==> src/rtl/lane_serializer.sv <==
// Parallel-to-lane serializer: DATA_WIDTH-bit words in over valid/ready, LANES-bit beats out, gapless framing.
// Optional SER_PARITY_EN adds a trailer beat carrying the even parity of each word on lane 0.
module lane_serializer #(
  parameter int DATA_WIDTH = 32,
  parameter int LANES      = 1,
  parameter bit MSB_FIRST  = 1'b1
) (
  input  logic                  clk,
  input  logic                  rst,
  input  logic                  s_valid,
  input  logic [DATA_WIDTH-1:0] s_data,
  output logic                  s_ready,
  input  logic                  flush,
  output logic [LANES-1:0]      serial_out,
  output logic                  out_valid,
  output logic                  frame_start,
  output logic                  busy
);

  localparam int DATA_BEATS = DATA_WIDTH / LANES;
`ifdef SER_PARITY_EN
  localparam int BEATS = DATA_BEATS + 1;
`else
  localparam int BEATS = DATA_BEATS;
`endif
  localparam int CW = $clog2(BEATS + 1);
  localparam logic [CW-1:0] LOAD_CNT = CW'(BEATS - 1);

  typedef enum logic {IDLE, SHIFT} state_t;

  state_t                state, state_nxt;
  logic [DATA_WIDTH-1:0] sreg, sreg_nxt;
  logic [CW-1:0]         cnt, cnt_nxt;
  logic [LANES-1:0]      serial_nxt;
  logic                  valid_nxt;
  logic                  start_nxt;
  logic                  load;
`ifdef SER_PARITY_EN
  logic                  parity, parity_nxt;
`endif

  // Beat that leaves next from a (partially consumed) word, and the word with that beat removed.
  function automatic logic [LANES-1:0] head(input logic [DATA_WIDTH-1:0] w);
    if (MSB_FIRST) return w[DATA_WIDTH-1 -: LANES];
    else           return w[LANES-1:0];
  endfunction

  function automatic logic [DATA_WIDTH-1:0] advance(input logic [DATA_WIDTH-1:0] w);
    if (MSB_FIRST) return w << LANES;
    else           return w >> LANES;
  endfunction

  // cnt==0 in SHIFT marks the final beat of the word, where the next word may be taken.
  assign s_ready = !flush && ((state == IDLE) || (cnt == '0));
  assign load    = s_valid && s_ready;
  assign busy    = (state == SHIFT);

  always_comb begin
    // NOTE: every signal written here gets a default first, so no path can leave it unassigned and infer a latch.
    state_nxt  = state;
    sreg_nxt   = sreg;
    cnt_nxt    = cnt;
    serial_nxt = serial_out;
    valid_nxt  = out_valid;
    start_nxt  = 1'b0;
`ifdef SER_PARITY_EN
    parity_nxt = parity;
`endif
    if (flush) begin
      state_nxt  = IDLE;
      sreg_nxt   = '0;
      cnt_nxt    = '0;
      serial_nxt = '0;
      valid_nxt  = 1'b0;
    end else if (load) begin
      state_nxt  = SHIFT;
      serial_nxt = head(s_data);
      sreg_nxt   = advance(s_data);
      cnt_nxt    = LOAD_CNT;
      valid_nxt  = 1'b1;
      start_nxt  = 1'b1;
`ifdef SER_PARITY_EN
      parity_nxt = ^s_data;
`endif
    end else if (state == SHIFT && cnt != '0) begin
      cnt_nxt    = cnt - CW'(1);
      sreg_nxt   = advance(sreg);
      serial_nxt = head(sreg);
`ifdef SER_PARITY_EN
      if (cnt == CW'(1)) begin
        serial_nxt    = '0;
        serial_nxt[0] = parity;
      end
`endif
    end else if (state == SHIFT) begin
      state_nxt  = IDLE;
      serial_nxt = '0;
      valid_nxt  = 1'b0;
    end
  end

  // NOTE: state registers use non-blocking assignments so every flop samples the pre-edge values.
  always_ff @(posedge clk or negedge rst) begin
    if (!rst) begin
      state       <= IDLE;
      sreg        <= '0;
      cnt         <= '0;
      serial_out  <= '0;
      out_valid   <= 1'b0;
      frame_start <= 1'b0;
`ifdef SER_PARITY_EN
      parity      <= 1'b0;
`endif
    end else begin
      state       <= state_nxt;
      sreg        <= sreg_nxt;
      cnt         <= cnt_nxt;
      serial_out  <= serial_nxt;
      out_valid   <= valid_nxt;
      frame_start <= start_nxt;
`ifdef SER_PARITY_EN
      parity      <= parity_nxt;
`endif
    end
  end

endmodule

==> config.mk <==
export PLATFORM = sky130hd
export DESIGN_NAME = lane_serializer
export DESIGN_NICKNAME = d
export VERILOG_FILES = /design/src/rtl/lane_serializer.sv
export SDC_FILE = /design/constraint.sdc
export NUM_CORES = 1
export LEC_CHECK = 0
export BUFFER_PORTS_ARGS = -buffer_cell sky130_fd_sc_hd__buf_2
export CORE_ASPECT_RATIO = 1.5
export CORE_MARGIN = 4
export CORE_UTILIZATION = 45
export CTS_CLUSTER_DIAMETER = 100
export DETAILED_ROUTE_END_ITERATION = 8
export GPL_ROUTABILITY_DRIVEN = 0
export PLACE_DENSITY = 0.67
export SLEW_MARGIN = 15
export SYNTH_ARGS = -nofsm -noshare
export SYNTH_HDL_FRONTEND = slang
export SYNTH_SLANG_ARGS = --single-unit
==> constraint.sdc <==
create_clock -name clk -period 1.8 [get_ports clk]
set_input_delay 0.36 -clock clk [delete_from_list [all_inputs] [get_ports clk]]
set_output_delay 0.36 -clock clk [all_outputs]
set_load 0.01 [all_outputs]
# After elaboration in Yosys (flattened, before gate mapping)
# Index checks and enable logic that the tools add are counted.
# totals
output_inout_bits,5
reg_bits,42
word_cells,38
in_bits,36
# classes
mux,18
addsub,1
eq_ne,1
n_reduce_logical,11
bitwise_logic,1
# op_table
operator,count
$mux 32,3
$mux 6,3
$mux 1,12
$logic_not 6->1,1
$reduce_bool 3->1,2
$reduce_bool 6->1,1
$sub 6x1->6 const B,1
$reduce_bool 4->1,1
$logic_and 1x1->1,3
$ne 3x3->1 const B,1
$reduce_and 2->1,1
$logic_not 1->1,1
$logic_or 1x1->1,1
$not 1->1,1

# Longest topological paths before layout
# logic_depth
word_depth,6
ltp_mapped,8
mapped_depth_nobuf,6

# Least setup slack after synthesis
# No wires, ideal clock.
# synth_timing
kind,reg2reg
start,register cnt[0]
end,register sreg[21]
t_required_ps,1711
setup_slack_ps,255
path_stages_with_launch,9
n_path_buf,2
setup_time_ps,89
t_arrival_ps,1456
period_less_slack_ps,1545
cell_sequence,dfrtp_1 > inv_1 > ha_1 > nor2b_1 > a21bo_1 > buf_6 > buf_8 > nor2_1 > a211oi_2
# synth_via
elab_chain_cells,6
word_cells_on_any_way,9
cone_classes,2 x mux; 7 x reduce/logical
# synth_rtl
item,line_no,text
from (decl),33,"logic [CW-1:0] cnt, cnt_nxt;"
from (signal assigned),117,cnt <= cnt_nxt;
$logic_not 6->1,54,assign s_ready = !flush && ((state == IDLE) || (cnt == '0));
$logic_or 1x1->1,54,
$logic_and 1x1->1,54,
$logic_and 1x1->1,55,assign load = s_valid && s_ready;
$mux 32,75,end else if (load) begin
$mux 32,69,if (flush) begin
to (signal assigned),116,sreg <= sreg_nxt;
to (decl),32,"logic [DATA_WIDTH-1:0] sreg, sreg_nxt;"
# Several ways; a longest one is shown, not always the timed one.
# A chain may end at the register's enable or synchronous reset.

# Final worst setup path
# layout_timing
start,register cnt[0]
end,output s_ready
# layout_via
elab_chain_cells,3
# layout_rtl
item,line_no,text
$logic_not 6->1,54,
$logic_or 1x1->1,54,
$logic_and 1x1->1,54,
to (decl),12,"output logic s_ready,"
# Every way passes these cells.

==> results.yml <==
finish:
  stdcell_count: 302
  area_growth_syn_to_layout_pct: 19.2
  antenna_cells: 0
  nNetsFinal: 273
  layout_common_cells: "dfrtp_1 (41), buf_2 (40), nor2_1 (34), mux2i_1 (32), a211oi_2 (30)"
  final_common_cell: "dfrtp_1"
  layout-drive-gt1-share_pct: 41.1
floorplanning:
  ioPinCount: 41
  coreArea_um2: 4810
  start_util_pct: 46.6
  die_width_um: 65.6
  die_area_um2: 6200
  num_rows: 31
  fp.dieH_um: 94.4
placed_design:
  io_buffers: 40
  dp_cells: 290
  dp_hpwl_um: 3010
detailed_routing:
  wl_per_cell_um: 14.5
  dr.pass1.iters: 4
  vias_per_cell: 5.31
  drtIter0Drc: 70
  postRouteAntennaNets: 0
  num_vias: 1604
  wirelength_um: 4370
  drcViolationCount: 0
synthesis:
  synth_top_area_share_pct: 45.8
  synth_top_family_by_area: "compound AO/OA/AOI/OAI gates"
  synth-seq-cells: 41
  synthMuxAreaShare_pct: 14.3
  yosys-top-cells-area: "dfrtp_1 (46%), a211oi_2 (17%), mux2i_1 (14%)"
  synthAdderAreaFrac_pct: 1.12
  synth_area_per_cell_um2: 11.6
  synth.distinct_cells: 35
  synth_edf_count: 0
  synth-compound-area-share_pct: 22.9
  ys_dominant_reg_cell: "dfrtp_1"
  synth.cell_area_um2: 2240
  synth_top_area_cell: "dfrtp_1"
  syn-instance-count: 194
  synthSimpleGateAreaFrac_pct: 8.88
  yosysSeqAreaShare_pct: 45.8
  ys_warn_count: 0
  ys_async_sr_fraction_pct: 100
  synth_nets: 232
  synthXorXnorAreaFrac_pct: 0.391
grt:
  grt_use_total_pct: 15.2
  antenna_found_initial: 0
  grtUsageMet3_pct: 3.33
  grt.busiest_layer: "met2"
  gr-usage-met2_pct: 26.4
  grt_overflow: 0
  grt_pass1_vias: 1636
  grt_pass1_wl_um: 7330
  grt_max_degree: 41
  use_met1_pct: 18.0
clocking:
  clk_latency_ps: 290
  cts_sinks: 41
  clockBufferDepth: 2
  htreeDepth: 2
  path_clk_slew_ps: 80
  cts_buffers: 5
  tritoncts: "built"
  root_buffer: "clkbuf_8"
worst_setup_path:
  worstPathRequired_ps: 1440
  cp.arrival_ps: 1380
  worstSetupStartpointType: "flip-flop"
  end_kind: "output port"
  cp_max_fo: 3
  worstSetupPathType: "reg2out"
pwr:
  p_per_area_nw_per_um2: 891
  finalPower_mw: 2.38
  p_leak_nw: 1.27
  peakVddDrop_mv: 0.418
timing:
  slew_violations: 0
  period_share_pct: 96.8
  max_freq_mhz: 574
  min_period_ps: 1740
  setup_viol: 0
  relSlewSlack_pct: 66.3
  hold_viol: 0
  clock_skew_ps: 5.71
  tightest_slew_ps: 506
  tns_ps: 0
run:
  cap_violations: 0
outcome:
  status: "complete, no violations"
min_path:
  min_path_type: "in2async"
registers in the layout, indices dropped and copies added, names as in the netlist:
name and flops:
frame_start 1, sreg 31, busy 1, serial_out 1
out_valid 1, cnt 6
per-stage QoR:
stage                     utilization, %  setup slack (ps)  instance area (um2)  hold slack [ps]
after global placement              52.1               125                 2500              365
after floorplan                        -               255                 2240             64.4
final                               55.5              58.5                 2670             31.9
after detailed placement            52.1              64.9                 2500              363
after global routing                55.5             -5.63                 2670             58.3
after CTS                           54.8              4.25                 2640             44.5
synthesized netlist by cell type, types with 3 or more instances:
library cell,n
clkbuf_1,4
mux2i_1,32
nor3_1,4
nor2_1,34
dfrtp_1,41
buf_8,3
buf_2,4
inv_1,5
a211oi_2,30
a21oi_1,5
power breakdown:
| group | total, mW | internal, mW | leakage [nW] | switching (mW) |
|---|---|---|---|---|
| Clock | 0.762 | 0.452 | 0.0585 | 0.310 |
| Combinational | 0.530 | 0.250 | 0.678 | 0.280 |
| Sequential | 1.09 | 1.02 | 0.535 | 0.0694 |
| Total | 2.38 | 1.72 | 1.27 | 0.659 |
cells by family after synthesis:
group | after synthesis
fa+ha+maj | 2
compound gates | 50
simple gates | 45
xor+xnor | 1
buf+inv | 23
mux | 32
flops | 41
final timing paths:
path	startpoint	to	slack, ps	depth (start not counted)
max in group asynchronous	rst	cnt[5]$_DFFE_PN0P_	1280	2
worst min register to register	out_valid$_DFFE_PN0P_	out_valid$_DFFE_PN0P_	570	2
worst max-delay path	cnt[0]$_DFFE_PN0P_	s_ready	60	6
worst min-delay path	rst	sreg[13]$_DFFE_PN0P_	30	1
worst max register to register	cnt[0]$_DFFE_PN0P_	sreg[22]$_DFFE_PN0P_	140	8
min in group clk	s_data[31]	serial_out$_DFFE_PN0P_	340	3
timing repair:
action / in CTS / in global routing
hold buffers: 0 / 0
setup endpoints to repair: 1 / 2
pin swaps: 1 / 3
gates resized for setup: 3 / 3
buffers inserted: 1 / 3
routing by layer:
| metal | wire length [um] | up-vias |
|---|---|---|
| li1 | - | 782 |
| met1 | 1890 | 788 |
| met2 | 2260 | 29 |
| met3 | 168 | 5 |
| met4 | 52 | 0 |
| met5 | 0 | - |
area by class of cell:
type / count / area (um2)
fill: 444 / 2140
multi-input combinational: 130 / 1090
sequential: 41 / 1030
timing repair buffer: 52 / 340
clock buffer: 7 / 86.3
tap: 66 / 82.6
clock inverter: 1 / 30.0
inverter: 5 / 18.8
critical path, stage by stage (launching register included):
cell,delay [ps]
dfrtp_1,380
inv_2,70
ha_4,160
nor2b_4,120
a21boi_2,160
nor2_1,60
buf_2,130
No activity file was read; power rests on OpenSTA's default activity.
